--- src/rtl/br_predict_resolve.sv ---
// Branch predictor/resolver: 2-bit saturating counter table indexed by low PC bits,
// EX-stage condition evaluation on flopped flags, redirect decision and statistics.
module br_predict_resolve #(
    parameter int IDX_W  = 4,
    parameter int STAT_W = 16
) (
    input  logic              clk,
    input  logic              rst,
    input  logic [IDX_W-1:0]  pc_idx_IF,
    output logic              pred_taken_IF,
    input  logic              clk_z_ID_EX,
    input  logic              clk_nv_ID_EX,
    input  logic              zr,
    input  logic              ov,
    input  logic              neg,
    input  logic              br_instr_ID_EX,
    input  logic              jmp_imm_ID_EX,
    input  logic              jmp_reg_ID_EX,
    input  logic [2:0]        cc_ID_EX,
    input  logic [IDX_W-1:0]  pc_idx_ID_EX,
    input  logic              pred_taken_ID_EX,
    input  logic              stall_EX,
    output logic              zr_EX_DM,
    output logic              taken_EX,
    output logic              flow_change_ID_EX,
    output logic              redirect_target_EX,
    output logic [STAT_W-1:0] br_count,
    output logic [STAT_W-1:0] mispred_count
);

    localparam int DEPTH = 1 << IDX_W;

    logic [1:0]        cnt_q [DEPTH];
    logic [1:0]        cnt_d [DEPTH];
    logic              zr_q, zr_d;
    logic              ov_q, ov_d;
    logic              neg_q, neg_d;
    logic [STAT_W-1:0] br_count_q, br_count_d;
    logic [STAT_W-1:0] mispred_count_q, mispred_count_d;

    logic cond;
    logic jump;
    logic mispred;
    logic train;
    logic [1:0] cnt_cur;

    // Conditions read only the flopped flags, so a same-cycle flag load is not seen.
    always_comb begin
        cond = 1'b0;
        case (cc_ID_EX)
            3'b000: cond = ~zr_q;
            3'b001: cond = zr_q;
            3'b010: cond = ~zr_q & ~neg_q;
            3'b011: cond = neg_q;
            3'b100: cond = zr_q | ~neg_q;
            3'b101: cond = neg_q | zr_q;
            3'b110: cond = ov_q;
            default: cond = 1'b1;
        endcase
    end

    assign taken_EX           = br_instr_ID_EX & cond;
    assign jump               = jmp_imm_ID_EX | jmp_reg_ID_EX;
    assign mispred            = br_instr_ID_EX & (taken_EX != pred_taken_ID_EX);
    assign flow_change_ID_EX  = jump | mispred;
    assign redirect_target_EX = jump | taken_EX;
    assign train              = br_instr_ID_EX & ~stall_EX;
    assign cnt_cur            = cnt_q[pc_idx_ID_EX];

    // Lookup reads the registered table: a same-cycle update is not bypassed.
    assign pred_taken_IF = cnt_q[pc_idx_IF][1];
    assign zr_EX_DM      = zr_q;
    assign br_count      = br_count_q;
    assign mispred_count = mispred_count_q;

    always_comb begin
        zr_d            = clk_z_ID_EX  ? zr  : zr_q;
        ov_d            = clk_nv_ID_EX ? ov  : ov_q;
        neg_d           = clk_nv_ID_EX ? neg : neg_q;
        cnt_d           = cnt_q;
        br_count_d      = br_count_q;
        mispred_count_d = mispred_count_q;
        if (train) begin
            if (taken_EX && cnt_cur != 2'b11)
                cnt_d[pc_idx_ID_EX] = cnt_cur + 2'd1;
            else if (!taken_EX && cnt_cur != 2'b00)
                cnt_d[pc_idx_ID_EX] = cnt_cur - 2'd1;
            if (!(&br_count_q))
                br_count_d = br_count_q + STAT_W'(1);
            if (mispred && !(&mispred_count_q))
                mispred_count_d = mispred_count_q + STAT_W'(1);
        end
    end

    always_ff @(posedge clk or posedge rst) begin
        if (rst) begin
            for (int i = 0; i < DEPTH; i++)
                cnt_q[i] <= 2'b01;
            zr_q            <= 1'b0;
            ov_q            <= 1'b0;
            neg_q           <= 1'b0;
            br_count_q      <= '0;
            mispred_count_q <= '0;
        end else begin
            for (int i = 0; i < DEPTH; i++)
                cnt_q[i] <= cnt_d[i];
            zr_q            <= zr_d;
            ov_q            <= ov_d;
            neg_q           <= neg_d;
            br_count_q      <= br_count_d;
            mispred_count_q <= mispred_count_d;
        end
    end

endmodule

--- config.mk ---
export PLATFORM = sky130hd
export DESIGN_NAME = br_predict_resolve
export DESIGN_NICKNAME = d
export VERILOG_FILES = /design/src/rtl/br_predict_resolve.sv
export SDC_FILE = /design/constraint.sdc
export NUM_CORES = 1
export LEC_CHECK = 0
export CAP_MARGIN = 20
export CORE_AREA = 2 2 123 125
export CTS_CLUSTER_DIAMETER = 50
export CTS_CLUSTER_SIZE = 28
export DETAILED_ROUTE_END_ITERATION = 10
export DIE_AREA = 0 0 125 127
export SLEW_MARGIN = 40
export SYNTH_ARGS = -nofsm -noshare
export SYNTH_HDL_FRONTEND = slang
export SYNTH_SLANG_ARGS = --single-unit
--- constraint.sdc ---
create_clock -name clk -period 3.1 [get_ports clk]
set_clock_uncertainty 0.05 [all_clocks]
set_input_delay 0.465 -clock clk [delete_from_list [all_inputs] [get_ports clk]]
set_output_delay 0.465 -clock clk [all_outputs]
set_load 0.05 [all_outputs]
[Yosys cells after proc, flatten, opt, wreduce, memory -nomap -nowiden]
Cells that the tools add are included.
Operators by class
  add/sub/neg operators: 4
  magnitude comparators: 3
  equal/unequal tests: 8
  muxes and demuxes: 13
  bitwise gates (word level): 15
  reduce and logical (&&, ||, !) cells: 14
Operator list (count)
  32-bit bitwise mux: 2
  32-bit 2-to-1 mux: 2
  16-bit by 1-bit adder with 16-bit output, second input constant: 2
  16-bit AND reduction: 2
  2-bit binary-select mux with 4-bit select: 2
  5-bit greater-or-equal comparator, second input constant: 2
  2-bit 2-to-1 mux: 5
  4-bit NOT with 5-bit output: 2
  3-bit == test, second input constant: 3
  2-bit demux with 4-bit select: 1
  1-bit one-hot mux with 7 select lines: 1
  3-bit by 2-bit == test with 1-bit output, second input constant: 2
  2-bit AND reduction: 3
  5-bit by 1-bit less-than comparator with 1-bit output, second input constant: 1
  1-bit OR: 5
  1-bit bitwise AND: 4
  1-bit logical AND: 4
  1-bit NOT: 4
  2-bit nonzero test: 2
  3-bit by 1-bit == test with 1-bit output, second input constant: 1
  3-bit logical NOT: 1
  2-bit by 1-bit adder with 2-bit output, second input constant: 1
  1-bit logical NOT: 2
  2-bit inequality test, second input constant: 1
  other kinds (2): 2
Word-level totals
  bits in registers: 67
  input port bits: 23
  output and inout port bits: 37
  logic and storage cells: 78

[Longest topological paths before layout]
Gate-level depths: netlist (run 1).
  word-level depth: 8
  mapped depth: 12
  depth with buffers taken out: 9

[Worst setup path after synthesis (run 1)]
Ideal clock, no wire load.
  path type: input -> register
  from: input port pc_idx_ID_EX[0]
  to: register cnt_q[29] (netlist bit)
  setup time: 125 ps
  data arrival time: 3034 ps
  required time: 2925 ps
  path slack: -109 ps
  cell stages on the path: 8
  path buffers: 2
  path through: buf_2 buf_1 mux4_2 mux4_2 ha_1 mux2i_2 and3_2 mux2_2
Between the ends
  longest elaborated chain between the ends: 8
  elaborated cells on any way between the ends: 21
RTL lines
  start: declaration: line 20  | input logic [IDX_W-1:0] pc_idx_ID_EX,
  4-bit NOT with 5-bit output (implied by the code) (*): line 68, 85, 87
  2-bit binary-select mux with 4-bit select, or another cell as far along: line 68  | assign cnt_cur = cnt_q[pc_idx_ID_EX];
  2-bit 2-to-1 mux (implied by the code) or 1-bit logical AND (tied branches): line 68, 85, 87
  2-bit 2-to-1 mux, on equally long branches: line 68, 85, 87
  2-bit by 1-bit subtractor with 2-bit output, or another cell as far along: line 87  | cnt_d[pc_idx_ID_EX] = cnt_cur - 2'd1;
  32-bit bitwise mux, or another cell as far along: line 87
  32-bit 2-to-1 mux or 2-bit nonzero test (tied branches)
  32-bit 2-to-1 mux or 2-bit AND reduction (tied branches)
  end signal: indexed assignment: line 106  | cnt_q[i] <= cnt_d[i];
  end: declaration: line 33  | logic [1:0] cnt_q [DEPTH];
Mark *: on every way between the ends. The rest lies on a longest branch, timed or not. The select of a mux whose other input is x is not followed.
A chain may end at the register's enable or synchronous reset.

[Final worst setup path (run 1)]
  from: input port cc_ID_EX[1]
  to: output port redirect_target_EX
Between the ends
  longest elaborated chain between the ends: 4
  elaborated cells on any way between the ends: 10
RTL lines
  start: declaration: line 19  | input logic [2:0] cc_ID_EX,
  3-bit == test, or another cell as far along: line 50  | case (cc_ID_EX)
  1-bit one-hot mux with 7 select lines (*): line 50
  1-bit bitwise AND (*): line 62  | assign taken_EX = br_instr_ID_EX & cond;
  1-bit OR (*): line 66  | assign redirect_target_EX = jump | taken_EX;
  end: declaration: line 26  | output logic redirect_target_EX,
Mark *: on every way between the ends. The rest lies on a longest branch, timed or not.

==> flow_summary.yaml, run 1 <==
status:
  status: "completed"
cts:
  h-tree-depth: 3
  hold_buffers: 0
  clock-sinks: 67
  cts_root_buffer: "clkbuf_16"
  cts_tree: "done"
  cts_made_buffers: 9
  clk_latency_ps: 340
  ctsLongestPathBuffers: 2
  clkTransAtPathRegs_ps: 60
routing:
  met3WireLength_um: 437
  viasPerCell: 4.733
  wl_per_cell_um: 15.01
  antenna_left: 0
  drt-met1-wl_um: 3955
  wl_um: 8498
  top_layer_used: "met4"
  drtIter0Drc: 121
  drc: 0
  vias: 2679
  wl_met2_um: 3963
  firstDrtPassIters: 4
logic_synthesis:
  synthCells: 299
  synth_flop_cell: "dfrtp_1"
  netlist_area_um2: 3551
  synth_warnings: 0
  syn_nets: 326
  yosys.area.top_type_share_pct: 35.94
  synth_seq_area_share_pct: 47.78
  syn_area_per_cell_um2: 11.88
  yosys.area.top_type: "dfrtp_1"
  ys_ff_latch: 67
  synth.most_common_cell: "dfrtp_1"
  synth_edf_count: 0
  async_reset_ff_share_pct: 100.0
  yosys-top-cells-count: "dfrtp_1, mux2_2, nand2_1"
  ys_top_cells_by_area: "dfrtp_1, dfstp_2, mux2_2"
  synth_cell_type_count: 43
place:
  place_congestion: 0.8127
  post-dp-hpwl_um: 6238
  postPlaceCellArea_um2: 4496
  io_buffers: 59
hold_path:
  hp-class: "reg2reg"
sta:
  hold_violations: 0
  final-setup-viol-count: 0
  whs_ps: 444.1
  min_period_over_period_pct: 97.87
  relSlewSlack_pct: 59.08
  tightest_slew_ps: 613.7
  maxSlewViolCount: 0
  rsz0062_at_grt: "true"
  max_freq_mhz: 329.6
  finalCriticalPeriod_ps: 3034
global_routing:
  track_usage_pct: 11.44
  grt_pass1_wl_um: 14470
  grt_pass1_vias: 2855
  grt-ovfl-total: 0
  antenna_found_initial: 0
  grt_max_degree: 36
floorplanning:
  die_w_um: 125
  dieArea_um2: 15880
  io_pins: 60
  design.core.area_um2: 14420
  rows: 44
  initial_utilization_pct: 24.62
  die_h_um: 127
pwr:
  irDropWorstVdd_mv: 0.6678
  leakage_uw: 0.001971
  power_density_nw_per_um2: 770.9
critical_path:
  start_kind: "input pin"
  endpoint_kind: "output port"
  path_class: "in2out"
  required_ps: 2580
  cp.arrival_ps: 2520
  critPathMaxFanout: 6
final_layout:
  final_core_util_pct: 33.87
  final_nets: 404
  fin_area_um2: 4886
  drive_above_1_share_pct: 30.10
  antenna_cells: 0
  syn2layout_area_growth_pct: 37.60
run:
  maxCapViolCount: 0
[cell type report]
cell class                 instances  area [um2]
sequential                        67        1697
inverter                           4       16.27
tap                              184       230.2
fill                            1485        9538
clock buffer                      11       252.7
clock inverter                     5       83.83
timing repair buffer              76       760.7
multi-input combinational        219        1846
[cells by family after synthesis]
group / Yosys count / synth area share [%]
flops: 67 / 47.78
mux: 57 / 22.45
compound gates: 11 / 2.149
fa+ha+maj: 4 / 1.409
xor+xnor: 28 / 6.906
simple gates: 119 / 17.55
buf+inv: 13 / 1.762
[per-stage QoR]
stage,total power (uW),worst slack (ps),TNS [ps],std cells
finish,3766,65.94,0,566
global route,3976,-17.11,-17.11,566
CTS,3816,25.05,0,567
detailed placement,2602,-527.8,-14820,549
global placement,2558,-654.6,-17350,549
floorplan,2166,14.49,0,299
[where the power goes]
part,internal (uW),switching [uW],leakage [uW]
sequential,1160,220,0.000833
combinational,585,657,0.000980
clock,750,393,0.000158
total,2500,1270,0.00197
[critical path: stages]
cell	delay, ps
clkdlybuf4s50_1	490
or3b_1	420
a31oi_2	220
o22ai_4	170
and2_2	260
or3_1	300
buf_4	190
[path summary, 6_finish.rpt]
path	from	end	slack, ps	cells after the start
min in group asynchronous	rst	br_count[12]	460	2
hold / removal	br_count[7]	br_count[7]	440	1
setup / recovery	cc_ID_EX[1]	redirect_target_EX	70	7
setup reg to reg	cnt_q[1]	cnt_q[31]	370	7
max in group asynchronous	rst	asynchronous set/reset pin	1870	3
hold reg to reg	br_count[7]	br_count[7]	440	1
[placed cells by master (no fill, tap or decap), types with 3 or more instances in the layout]
master,instances
mux2i_1,4
nand4_1,14
ha_1,4
dfstp_2,16
buf_4,16
nor3_1,4
xor2_1,3
a21oi_1,3
mux2_2,36
and4_1,4
nand3_1,13
and3_1,11
clkdlybuf4s50_1,54
mux4_2,14
clkbuf_16,9
dfrtp_1,51
nor2_1,21
nand2b_1,3
buf_12,4
nand2_1,30
inv_1,3
xnor2_1,24
[layer usage]
layer / up-vias / GRT usage [%]
met4: 0 / 4.444
met5: - / 0
met3: 14 / 3.392
met1: 1352 / 15.08
met2: 67 / 17.81
li1: 1246 / -
[timing repair]
item / in CTS / in global routing
pin swaps: 0 / 0
resized for setup: 5 / 4
setup endpoints to repair: 32 / 12
setup buffers: 2 / 0
Power figures use the tool's default switching activity.
==> run 2, diff against run 1 <==
Settings changed: SKIP_CTS_REPAIR_TIMING from default to 1.
==> flow_summary.yaml, run 2 (synthesized netlist as in run 1, its figures left out) <==
pwr:
  power_density_nw_per_um2: 766.8
  leakage_uw: 0.001988
  irDropWorstVdd_mv: 0.6664
critical_path:
  crit_path_max_incr_delay_ps: 500
  critPathSlowestCell: "clkdlybuf4s50_1"
  endpoint_kind: "output port"
  path_class: "in2out"
  start_kind: "input pin"
  path_cells: "clkdlybuf4s50_1 -> or3b_1 -> a31oi_4 -> o22ai_4 -> and2_2 -> or3_1 -> buf_4"
  required_ps: 2580
  critPathTopFamily: "simple AND/OR/NAND/NOR gates"
  cp.arrival_ps: 2540
  critPathBufInv: 2
  critPathMaxFanout: 6
cts:
  h-tree-depth: 3
  cts_made_buffers: 9
  clk_latency_ps: 340
  cts_tree: "done"
  clock-sinks: 67
  clkTransAtPathRegs_ps: 60
  ctsLongestPathBuffers: 2
  cts_root_buffer: "clkbuf_16"
floorplanning:
  initial_utilization_pct: 24.62
  rows: 44
  die_w_um: 125
  design.core.area_um2: 14420
  io_pins: 60
  die_h_um: 127
  dieArea_um2: 15880
sta:
  maxSlewViolCount: 0
  finalCriticalPeriod_ps: 3053
  relSlewSlack_pct: 59.71
  tightest_slew_ps: 603.7
  layout_setup_ws_ps: 47.28
  whs_ps: 444.6
  hold_violations: 0
  max_freq_mhz: 327.6
  min_period_over_period_pct: 98.47
  rsz0062_at_grt: "true"
  final-setup-viol-count: 0
final_layout:
  mostFrequentLayoutCell: "clkdlybuf4s50_1"
  syn2layout_area_growth_pct: 38.44
  antenna_cells: 0
  stdcell_count: 566
  final_nets: 404
  mostFrequentLayoutCells: "clkdlybuf4s50_1, dfrtp_1, mux2_2"
  drive_above_1_share_pct: 30.10
place:
  place_congestion: 0.8127
  pre_cts_ws_ps: -527.8
  post-dp-hpwl_um: 6238
  placed_cells: 549
  io_buffers: 59
routing:
  drc: 0
  antenna_left: 0
  drtIter0Drc: 145
  wl_um: 8600
  wl_per_cell_um: 15.19
  viasPerCell: 4.742
  vias: 2684
  firstDrtPassIters: 4
status:
  status: "completed"
hold_path:
  hp-class: "reg2reg"
global_routing:
  grt-ovfl-total: 0
  track_usage_pct: 11.39
  grt_max_degree: 36
  grt_pass1_vias: 2842
  grt_pass1_wl_um: 14430
  antenna_found_initial: 0
run:
  maxCapViolCount: 0
[run 2: metrics by stage]
| step | util, % | cell area [um2] | TNS, ps | total power [uW] |
|---|---|---|---|---|
| 2_1_floorplan | - | 3556 | 0 | 2166 |
| 3_3_place_gp | 31.12 | 4488 | -17350 | 2558 |
| 3_5_place_dp | 31.17 | 4496 | -14820 | 2602 |
| 4_1_cts | 33.50 | 4832 | -3164 | 3779 |
| 5_1_grt | 34.08 | 4916 | -9.866 | 3982 |
| 6_report | 34.08 | 4916 | 0 | 3770 |
[run 2: where the power goes]
| group | switching, uW | internal [uW] |
|---|---|---|
| registers | 219 | 1160 |
| logic | 659 | 588 |
| clock network | 391 | 750 |
[run 2: path summary, 6_finish.rpt]
| check | from | cells after the start | end | slack, ps |
|---|---|---|---|---|
| max | cc_ID_EX[1] | 7 | redirect_target_EX | 50 |
| min | br_count[7] | 1 | br_count[7] | 440 |
| max reg2reg | cnt_q[27] | 7 | cnt_q[31] | 380 |
| min reg2reg | br_count[7] | 1 | br_count[7] | 440 |
| max in group asynchronous | rst | 3 | asynchronous set/reset pin | 1870 |
| min in group asynchronous | rst | 2 | br_count[12] | 460 |
[run 2: cell type report]
cell class / instances / area, um2
fill: 1481 / 9508
clock buffer: 11 / 252.7
inverter: 4 / 16.27
clock inverter: 5 / 83.83
sequential: 67 / 1697
timing repair buffer: 76 / 782.0
multi-input combinational: 219 / 1854
tap: 184 / 230.2
[run 2: routing by layer]
layer	track usage, %	share of wire [%]	vias up
li1	-	-	1248
met1	15.08	45	1347
met2	17.58	47	75
met3	3.434	6.0	14
met4	4.444	1.7	0
met5	0	0	-
==> run 3, diff against run 2 <==
Settings changed: CORE_AREA 2 2 123 125 to 2 2 85 87, DIE_AREA 0 0 125 127 to 0 0 87 89, PLACE_DENSITY from default to 0.79, RECOVER_POWER from default to 100.
==> flow_summary.yaml, run 3 (synthesized netlist as in run 1, its figures left out) <==
final_layout:
  syn2layout_area_growth_pct: 28.05
  antenna_cells: 0
  final_core_util_pct: 67.67
  drive_above_1_share_pct: 26.79
  fin_area_um2: 4547
  mostFrequentLayoutCells: "dfrtp_1, dlygate4sd3_1, mux2_2"
  mostFrequentLayoutCell: "dfrtp_1"
  stdcell_count: 457
  n_fill_cell: 517
  final_nets: 399
floorplanning:
  design.core.area_um2: 6719
  die_w_um: 87
  initial_utilization_pct: 52.85
  die_h_um: 89
  io_pins: 60
  rows: 30
  dieArea_um2: 7743
place:
  io_buffers: 59
  placed_cells: 439
  pre_cts_ws_ps: -421.5
  postPlaceCellArea_um2: 4320
  post-dp-hpwl_um: 5511
  place_congestion: 0.7973
routing:
  wl_um: 7826
  antenna_left: 0
  firstDrtPassIters: 4
  drtIter0Drc: 167
  wl_per_cell_um: 17.12
  viasPerCell: 5.851
  vias: 2674
  drc: 0
cts:
  cts_root_buffer: "clkbuf_8"
  clock-sinks: 67
  ctsLongestPathBuffers: 2
  clkTransAtPathRegs_ps: 70
  cts_made_buffers: 9
  h-tree-depth: 3
  clk_latency_ps: 330
  cts_tree: "done"
global_routing:
  grt_max_degree: 36
  grt-ovfl-total: 0
  grt_pass1_wl_um: 13230
  grt_pass1_vias: 2735
  track_usage_pct: 21.90
  antenna_found_initial: 0
sta:
  min_period_over_period_pct: 96.07
  rsz0062_at_grt: "false"
  maxSlewViolCount: 0
  layout_setup_ws_ps: 121.9
  finalCriticalPeriod_ps: 2978
  hold_violations: 0
  tightest_slew_ps: 1191
  relSlewSlack_pct: 20.51
  max_freq_mhz: 335.8
  final-setup-viol-count: 0
  tns_ps: 0
critical_path:
  required_ps: 2580
  cp.arrival_ps: 2460
  critPathBufInv: 2
  endpoint_kind: "output port"
  critPathMaxFanout: 6
  crit_path_max_incr_delay_ps: 480
  critPathTopFamily: "simple AND/OR/NAND/NOR gates"
  start_kind: "input pin"
  critPathSlowestCell: "clkdlybuf4s50_1"
  path_cells: "clkdlybuf4s50_1 -> or3b_1 -> a31oi_1 -> o22ai_2 -> and2_2 -> or3_1 -> buf_4"
  path_class: "in2out"
run:
  maxCapViolCount: 0
pwr:
  power_density_nw_per_um2: 735.7
  irDropWorstVdd_mv: 0.7513
  leakage_uw: 0.001975
hold_path:
  hp-class: "reg2reg"
status:
  status: "completed"
-- run 3: changes by cell type in the layout (fill, tap and decap cells not counted), moves of 3 or more --
cell | previous run | this run
clkbuf_2 | 0 | 3
clkbuf_1 | 0 | 4
clkdlybuf4s50_1 | 54 | 16
dlygate4sd3_1 | 0 | 38
clkbuf_8 | 2 | 11
clkbuf_16 | 10 | 1
buf_4 | 15 | 6
-- run 3: worst paths after layout --
check                                  start                  to  slack (ps)  depth (start not counted)
max                              cc_ID_EX[1]  redirect_target_EX         120                          7
min reg2reg                mispred_count[15]   mispred_count[15]         450                          1
max in group asynchronous                rst    mispred_count[7]         690                          3
min                        mispred_count[15]   mispred_count[15]         450                          1
min in group asynchronous                rst         br_count[6]         850                          2
max reg2reg                         register            cnt_q[1]         400                          9
-- run 3: through the flow --
stage	hold slack [ps]	power, uW
after global placement	428.5	2505
final	453.1	3345
after global routing	483.9	3528
after floorplan	425.0	2166
after detailed placement	450.3	2565
after CTS	462.5	3397
-- run 3: power by group --
part / internal [uW] / leakage [uW] / switching, uW
clock network: 496 / 0.000113 / 325
logic: 515 / 0.00103 / 631
registers: 1160 / 0.000833 / 217
-- run 3: metal layers --
metal	vias to the layer above	GRT usage [%]	routed length (um)
met5	-	0	0
met4	0	8.097	141
met3	16	3.509	346
met2	89	37.06	4025
met1	1340	28.68	3313
li1	1229	-	-
-- run 3: cell type report --
| class | count | area (um2) | area share (%) |
|---|---|---|---|
| multi-input combinational | 219 | 1810 | 39.82 |
| sequential | 67 | 1697 | 37.31 |
| clock buffer | 12 | 155.1 | 3.412 |
| tap | 80 | 100.1 | 2.201 |
| clock inverter | 4 | 72.57 | 1.596 |
| timing repair buffer | 71 | 696.9 | 15.33 |
| inverter | 4 | 15.01 | 0.3302 |
